`config.mk`:
```
export PLATFORM = sky130hd
export DESIGN_NAME = dcache_wb_flat
export DESIGN_NICKNAME = d
export VERILOG_FILES = /design/src/rtl/dcache_wb_if.sv /design/src/rtl/dcache_wb.sv /design/src/flat_wrapper.sv
export SDC_FILE = /design/constraint.sdc
export NUM_CORES = 2
export LEC_CHECK = 0
export BUFFER_PORTS_ARGS = -buffer_cell sky130_fd_sc_hd__buf_2
export CAP_MARGIN = 15
export CORE_MARGIN = 2
export CORE_UTILIZATION = 41
export CTS_BUF_LIST = sky130_fd_sc_hd__clkbuf_4 sky130_fd_sc_hd__clkbuf_8
export DETAILED_ROUTE_END_ITERATION = 12
export SYNTH_ARGS = -nofsm -noshare
export SYNTH_HDL_FRONTEND = slang
export SYNTH_SLANG_ARGS = --single-unit
```
`constraint.sdc`:
```
create_clock -name CLK -period 7 [get_ports CLK]
set_clock_uncertainty 0.1 [all_clocks]
set_input_delay 1.4 -clock CLK [delete_from_list [all_inputs] [get_ports CLK]]
set_output_delay 1.4 -clock CLK [all_outputs]
set_load 0.01 [all_outputs]
```
`src/rtl/dcache_wb_if.sv`:
```
// Data-side bundle: pipeline request/response plus word-wide memory handshake.
interface dcache_wb_if;
  // pipeline side
  logic        dmemREN;
  logic        dmemWEN;
  logic        datomic;
  logic [31:0] dmemaddr;
  logic [31:0] dmemstore;
  logic        halt;
  logic        dhit;
  logic [31:0] dmemload;
  logic        flushed;
  // memory side
  logic        dREN;
  logic        dWEN;
  logic [31:0] daddr;
  logic [31:0] dstore;
  logic [31:0] dload;
  logic        dwait;

  // cache view
  modport slave (
    input  dmemREN, dmemWEN, datomic, dmemaddr, dmemstore, halt, dload, dwait,
    output dhit, dmemload, flushed, dREN, dWEN, daddr, dstore
  );

  // environment view (pipeline + memory controller)
  modport master (
    output dmemREN, dmemWEN, datomic, dmemaddr, dmemstore, halt, dload, dwait,
    input  dhit, dmemload, flushed, dREN, dWEN, daddr, dstore
  );
endinterface

```
`src/rtl/dcache_wb.sv`:
```
// Direct-mapped write-back/write-allocate L1 D-cache with LL/SC link and halt flush.
module dcache_wb #(
  parameter int unsigned SETS = 16
) (
  input logic        CLK,
  input logic        RST,
  dcache_wb_if.slave bus
);
  localparam int unsigned IDX_W = $clog2(SETS);
  localparam int unsigned TAG_W = 32 - IDX_W - 3;

  typedef enum logic [3:0] {
    IDLE, WB0, WB1, FETCH0, FETCH1, FLUSH_CHK, FL0, FL1, DONE
  } state_t;

  state_t            state, state_n;
  logic [SETS-1:0]   valid, dirty;
  logic [TAG_W-1:0]  tags  [SETS];
  logic [31:0]       word0 [SETS];
  logic [31:0]       word1 [SETS];
  logic              link_valid;
  logic [29:0]       link_addr;
  logic [IDX_W-1:0]  cnt, cnt_n;

  logic [TAG_W-1:0]  req_tag;
  logic [IDX_W-1:0]  req_idx;
  logic              req_off;
  logic              hit, link_match, is_sc, sc_fail, last_set;
  logic              store_we, fill0, fill1, flush_clr, link_set, link_clr;
  logic              dhit, flushed, dren, dwen;
  logic [31:0]       dmemload, daddr, dstore;
  logic              unused_addr_bits;

  // Address decode and lookup
  assign req_tag          = bus.dmemaddr[31:IDX_W+3];
  assign req_idx          = bus.dmemaddr[IDX_W+2:3];
  assign req_off          = bus.dmemaddr[2];
  assign unused_addr_bits = ^bus.dmemaddr[1:0];
  assign hit        = valid[req_idx] && (tags[req_idx] == req_tag);
  assign link_match = link_valid && (link_addr == bus.dmemaddr[31:2]);
  assign is_sc      = bus.dmemWEN && bus.datomic;
  assign sc_fail    = is_sc && !link_match;
  assign last_set   = (cnt == IDX_W'(SETS - 1));

  // Next-state, outputs and array write strobes
  always_comb begin
    state_n   = state;
    cnt_n     = cnt;
    dhit      = 1'b0;
    dmemload  = 32'd0;
    flushed   = 1'b0;
    dren      = 1'b0;
    dwen      = 1'b0;
    daddr     = 32'd0;
    dstore    = 32'd0;
    store_we  = 1'b0;
    fill0     = 1'b0;
    fill1     = 1'b0;
    flush_clr = 1'b0;
    link_set  = 1'b0;
    link_clr  = 1'b0;
    unique case (state)
      IDLE: begin
        if (sc_fail) begin
          // failed SC completes at once with no side effects
          dhit = 1'b1;
        end else if (bus.dmemREN || bus.dmemWEN) begin
          if (hit) begin
            dhit = 1'b1;
            if (bus.dmemWEN) begin
              store_we = 1'b1;
              dmemload = {31'd0, is_sc};
              link_clr = link_match;
            end else begin
              dmemload = req_off ? word1[req_idx] : word0[req_idx];
              link_set = bus.datomic;
            end
          end else begin
            state_n = (valid[req_idx] && dirty[req_idx]) ? WB0 : FETCH0;
          end
        end else if (bus.halt) begin
          state_n = FLUSH_CHK;
          cnt_n   = '0;
        end
      end
      WB0: begin
        dwen   = 1'b1;
        daddr  = {tags[req_idx], req_idx, 3'b000};
        dstore = word0[req_idx];
        if (!bus.dwait) state_n = WB1;
      end
      WB1: begin
        dwen   = 1'b1;
        daddr  = {tags[req_idx], req_idx, 3'b100};
        dstore = word1[req_idx];
        if (!bus.dwait) state_n = FETCH0;
      end
      FETCH0: begin
        dren  = 1'b1;
        daddr = {req_tag, req_idx, 3'b000};
        if (!bus.dwait) begin
          fill0   = 1'b1;
          state_n = FETCH1;
        end
      end
      FETCH1: begin
        dren  = 1'b1;
        daddr = {req_tag, req_idx, 3'b100};
        if (!bus.dwait) begin
          fill1   = 1'b1;
          state_n = IDLE;
        end
      end
      FLUSH_CHK: begin
        if (valid[cnt] && dirty[cnt]) state_n = FL0;
        else if (last_set)            state_n = DONE;
        else                          cnt_n   = cnt + 1'b1;
      end
      FL0: begin
        dwen   = 1'b1;
        daddr  = {tags[cnt], cnt, 3'b000};
        dstore = word0[cnt];
        if (!bus.dwait) state_n = FL1;
      end
      FL1: begin
        dwen   = 1'b1;
        daddr  = {tags[cnt], cnt, 3'b100};
        dstore = word1[cnt];
        if (!bus.dwait) begin
          flush_clr = 1'b1;
          if (last_set) begin
            state_n = DONE;
          end else begin
            cnt_n   = cnt + 1'b1;
            state_n = FLUSH_CHK;
          end
        end
      end
      DONE: flushed = 1'b1;
      default: state_n = IDLE;
    endcase
  end

  // State, counter, tag-status and link registers
  always_ff @(posedge CLK) begin
    if (RST) begin
      state      <= IDLE;
      cnt        <= '0;
      valid      <= '0;
      dirty      <= '0;
      link_valid <= 1'b0;
      link_addr  <= '0;
    end else begin
      state <= state_n;
      cnt   <= cnt_n;
      if (store_we) dirty[req_idx] <= 1'b1;
      if (fill1) begin
        valid[req_idx] <= 1'b1;
        dirty[req_idx] <= 1'b0;
      end
      if (flush_clr) dirty[cnt] <= 1'b0;
      if (link_set) begin
        link_valid <= 1'b1;
        link_addr  <= bus.dmemaddr[31:2];
      end else if (link_clr) begin
        link_valid <= 1'b0;
      end
    end
  end

  // Data and tag arrays; contents are meaningless until valid is set
  always_ff @(posedge CLK) begin
    if (store_we) begin
      if (req_off) word1[req_idx] <= bus.dmemstore;
      else         word0[req_idx] <= bus.dmemstore;
    end
    if (fill0) word0[req_idx] <= bus.dload;
    if (fill1) begin
      word1[req_idx] <= bus.dload;
      tags[req_idx]  <= req_tag;
    end
  end

  assign bus.dhit     = dhit;
  assign bus.dmemload = dmemload;
  assign bus.flushed  = flushed;
  assign bus.dREN     = dren;
  assign bus.dWEN     = dwen;
  assign bus.daddr    = daddr;
  assign bus.dstore   = dstore;
endmodule

```
`src/flat_wrapper.sv`:
```
// flat-port wrapper written by rule: the top's interface ports become plain ports
module dcache_wb_flat 
#(
  parameter int unsigned SETS = 16
)
  (CLK, RST, bus_dmemREN, bus_dmemWEN, bus_datomic, bus_dmemaddr, bus_dmemstore, bus_halt, bus_dload, bus_dwait, bus_dhit, bus_dmemload, bus_flushed, bus_dREN, bus_dWEN, bus_daddr, bus_dstore);
  dcache_wb_if bus_i ();
  input logic CLK;
  input logic RST;
  input wire logic [$bits(bus_i.dmemREN)-1:0] bus_dmemREN;
  input wire logic [$bits(bus_i.dmemWEN)-1:0] bus_dmemWEN;
  input wire logic [$bits(bus_i.datomic)-1:0] bus_datomic;
  input wire logic [$bits(bus_i.dmemaddr)-1:0] bus_dmemaddr;
  input wire logic [$bits(bus_i.dmemstore)-1:0] bus_dmemstore;
  input wire logic [$bits(bus_i.halt)-1:0] bus_halt;
  input wire logic [$bits(bus_i.dload)-1:0] bus_dload;
  input wire logic [$bits(bus_i.dwait)-1:0] bus_dwait;
  output wire logic [$bits(bus_i.dhit)-1:0] bus_dhit;
  output wire logic [$bits(bus_i.dmemload)-1:0] bus_dmemload;
  output wire logic [$bits(bus_i.flushed)-1:0] bus_flushed;
  output wire logic [$bits(bus_i.dREN)-1:0] bus_dREN;
  output wire logic [$bits(bus_i.dWEN)-1:0] bus_dWEN;
  output wire logic [$bits(bus_i.daddr)-1:0] bus_daddr;
  output wire logic [$bits(bus_i.dstore)-1:0] bus_dstore;
  assign bus_i.dmemREN = bus_dmemREN;
  assign bus_i.dmemWEN = bus_dmemWEN;
  assign bus_i.datomic = bus_datomic;
  assign bus_i.dmemaddr = bus_dmemaddr;
  assign bus_i.dmemstore = bus_dmemstore;
  assign bus_i.halt = bus_halt;
  assign bus_i.dload = bus_dload;
  assign bus_i.dwait = bus_dwait;
  assign bus_dhit = bus_i.dhit;
  assign bus_dmemload = bus_i.dmemload;
  assign bus_flushed = bus_i.flushed;
  assign bus_dREN = bus_i.dREN;
  assign bus_dWEN = bus_i.dWEN;
  assign bus_daddr = bus_i.daddr;
  assign bus_dstore = bus_i.dstore;
  dcache_wb #(.SETS(SETS)) u_core (.CLK(CLK), .RST(RST), .bus(bus_i));
endmodule
```
==> run metrics <==
CTS buffer count 279; Area growth, synth to finish 13.89%; I/O Buffers 198; vias in the first global route 43,850; via count 42,920; RSZ-0062 raised after global routing false; DRC viols 0; worst reg-to-reg path cell count 11; most frequent cell after synthesis edfxtp_1; Seq/Total Area, Yosys 0.6146; setup ws final 0.1618 ns; # hold bufs at CTS 0; top post-synthesis cells by area edfxtp_1 (59%), mux4_2 (26%), dfxtp_1 (2.1%); Post-CTS Repair Setup Buffers 0; Max clock buf depth 4; Max Cap Viol 0; worst-margin pin slew 1.177 ns; worst vdd ir 0.2057 mV; status completed; period utilization 0.9769; Vias/cell 6.383; average wire per standard cell 32.84 µm; Layout fillers 14,690; ys async rst share 0; critical path class primary input to primary output; crit path launch type primary input; PwrDens 268.5 mW/mm²; Final nets 4,327; Clock Sinks 1,499; yosys warns 0; layout cell share with drive strength beyond 1 0.4037; clk root buf clkbuf_8; Max Fclk 0.1462 GHz; post-DP HPWL 131,300 µm; post-route ant nets 0; crit-path max FO 29; die width 423.1 µm; Synth cell types 75; fin crit period 6.838 ns; RD Place Congestion 0.8592; placed cells 6,264; final setup fails 0; Worst-Skew Late Latency 1.02 ns; Die Ht 423.1 µm; Setup Total Neg Slack 0 ns; Arr. time, crit path 5.34 ns; largest net degree at the start of global routing 96; grt total ovfl 0; share of the synthesized area in the top cell type 0.5938; max_slew headroom 0.2155; row count 153; first-pass GRT wire length 314,700 µm; Core Region 0.1742 mm²; WL final 220,800 µm; cell taking the most area after synthesis edfxtp_1; register clock-pin slew on the reported worst setup and hold paths 0.06 ns; post-synthesis instance total 3,874; TritonCTS clock tree done; Hold Path Class register to register; Critical Path RT 5.50 ns; most instantiated cells after synthesis edfxtp_1 (1,424), mux4_2 (845), nand2_1 (355), clkbuf_1 (176), nor2_1 (123); I/O pins 203; FF/Latch Area 0.04428 mm²; worst hold stages 2; Top FF cell, synth edfxtp_1; setup slack at placement 0.08791 ns; overall routing resource usage 0.2455; Yosys reg bits 1,499; Min Hold Slack 0.3942 ns; CP endpoint kind primary output; Layout Cells excl Fill 6,723; Initial Utilization 0.4134; Max Slew Vio Count 0; H-Tree Depth 5; initial antenna violation count 16; DRT iter0 DRCs 5,442; iteration count of the initial detailed-routing pass 5; multi-input logic area 0.02644 mm²; P_leak 26.28 nW; cts repair resizes 0; final hold violation count 0; Die Area 0.1790 mm²; EDFF count, synth 1,424; Avg Synthesized Cell Area 18.59 µm²; Cell Area, Synth 0.07201 mm²
[cell families after synthesis]
| logic type | Yosys count | share of synthesized area |
|---|---|---|
| flip-flops | 1499 | 0.6146 |
| XOR/XNOR | 55 | 0.006689 |
| AND/OR/NAND/NOR | 612 | 0.03730 |
| buffers and inverters | 413 | 0.02441 |
| other | 1 | 0.00005207 |
| AO/OA/AOI/OAI | 329 | 0.03544 |
| adder cells (fa/ha/maj) | 4 | 0.0006950 |
| multiplexers | 961 | 0.2808 |
[final timing paths]
kind	start	to	slack, ns
hold reg to reg	u_core.dirty[12]$_SDFF_PP0_	u_core.dirty[12]$_SDFF_PP0_	0.39
setup reg to reg	u_core.tags[5][11]$_DFFE_PP_	u_core.word0[8][21]$_DFFE_PP_	2.07
hold / removal	u_core.dirty[12]$_SDFF_PP0_	u_core.dirty[12]$_SDFF_PP0_	0.39
setup / recovery	bus_dmemaddr[3]	bus_dmemload[9]	0.16
[registers in the layout (all words and copies together), names as in the netlist, named ones only]
signal and flops:
u_core.word1 512, u_core.dirty 16, u_core.valid 16, u_core.link_valid 1, u_core.state 4, u_core.word0 512
u_core.cnt 4, u_core.link_addr 30, u_core.tags 400
[power breakdown]
part           total (W)  switching, W  internal [W]
logic            0.00366       0.00220       0.00147
clock network    0.00816       0.00365       0.00451
registers         0.0102     0.0000979        0.0101
[routing by layer]
layer  track usage  vias to the layer above  routed length (µm)
li1              -                    17070                   -
met3       0.04871                      503               20080
met4       0.09176                       12                8169
met2        0.3915                     2403              105900
met5             0                        -                  64
met1        0.3352                    22920               86610
[layout by cell type, fill, tap and decap left out, drive strengths merged, types with 14 or more instances in the layout]
cell type,count
nor3,18
inv,103
a22oi,48
a21oi,50
o22ai,34
mux2i,104
nor2,123
dfxtp,75
clkbuf,356
a31o,30
xor2,23
nand3,18
a31oi,23
nand2,355
mux4,845
edfxtp,1424
and4,31
a2111oi,18
nor4,15
a221o,34
clkinv,82
a22o,14
xnor2,32
buf,376
o21ai,26
[stage by stage]
| step | util | total power, W | area (µm²) |
|---|---|---|---|
| after floorplan | - | 0.01262 | 72020 |
| after CTS | 0.4707 | 0.02218 | 82000 |
| after detailed placement | 0.4410 | 0.01406 | 76830 |
| after global placement | 0.4409 | 0.01403 | 76810 |
| final | 0.4708 | 0.02202 | 82010 |
| after global routing | 0.4708 | 0.02276 | 82010 |
[cell type report]
| class | instances | area share |
|---|---|---|
| diodes | 4 | 0.0001220 |
| well taps | 2325 | 0.03547 |
| multi-input cells | 1963 | 0.3224 |
| clock buffers | 356 | 0.05448 |
| repair buffers | 376 | 0.03442 |
| flip-flops and latches | 1499 | 0.5399 |
| inverters | 101 | 0.004684 |
| clock inverters | 99 | 0.008589 |
[critical path: stages]
cell and delay [ns]:
buf_8 0.17, inv_2 0.39, buf_12 0.25, mux2i_1 0.32, xnor2_1 0.26, a2111oi_1 0.49
a31oi_1 0.19, nor2_1 0.13, nand3_1 0.18, or4_2 0.73, buf_12 0.21, buf_12 0.18
a21oi_2 0.18, buf_2 0.16
Note: power is estimated with default switching activity, not from simulation.
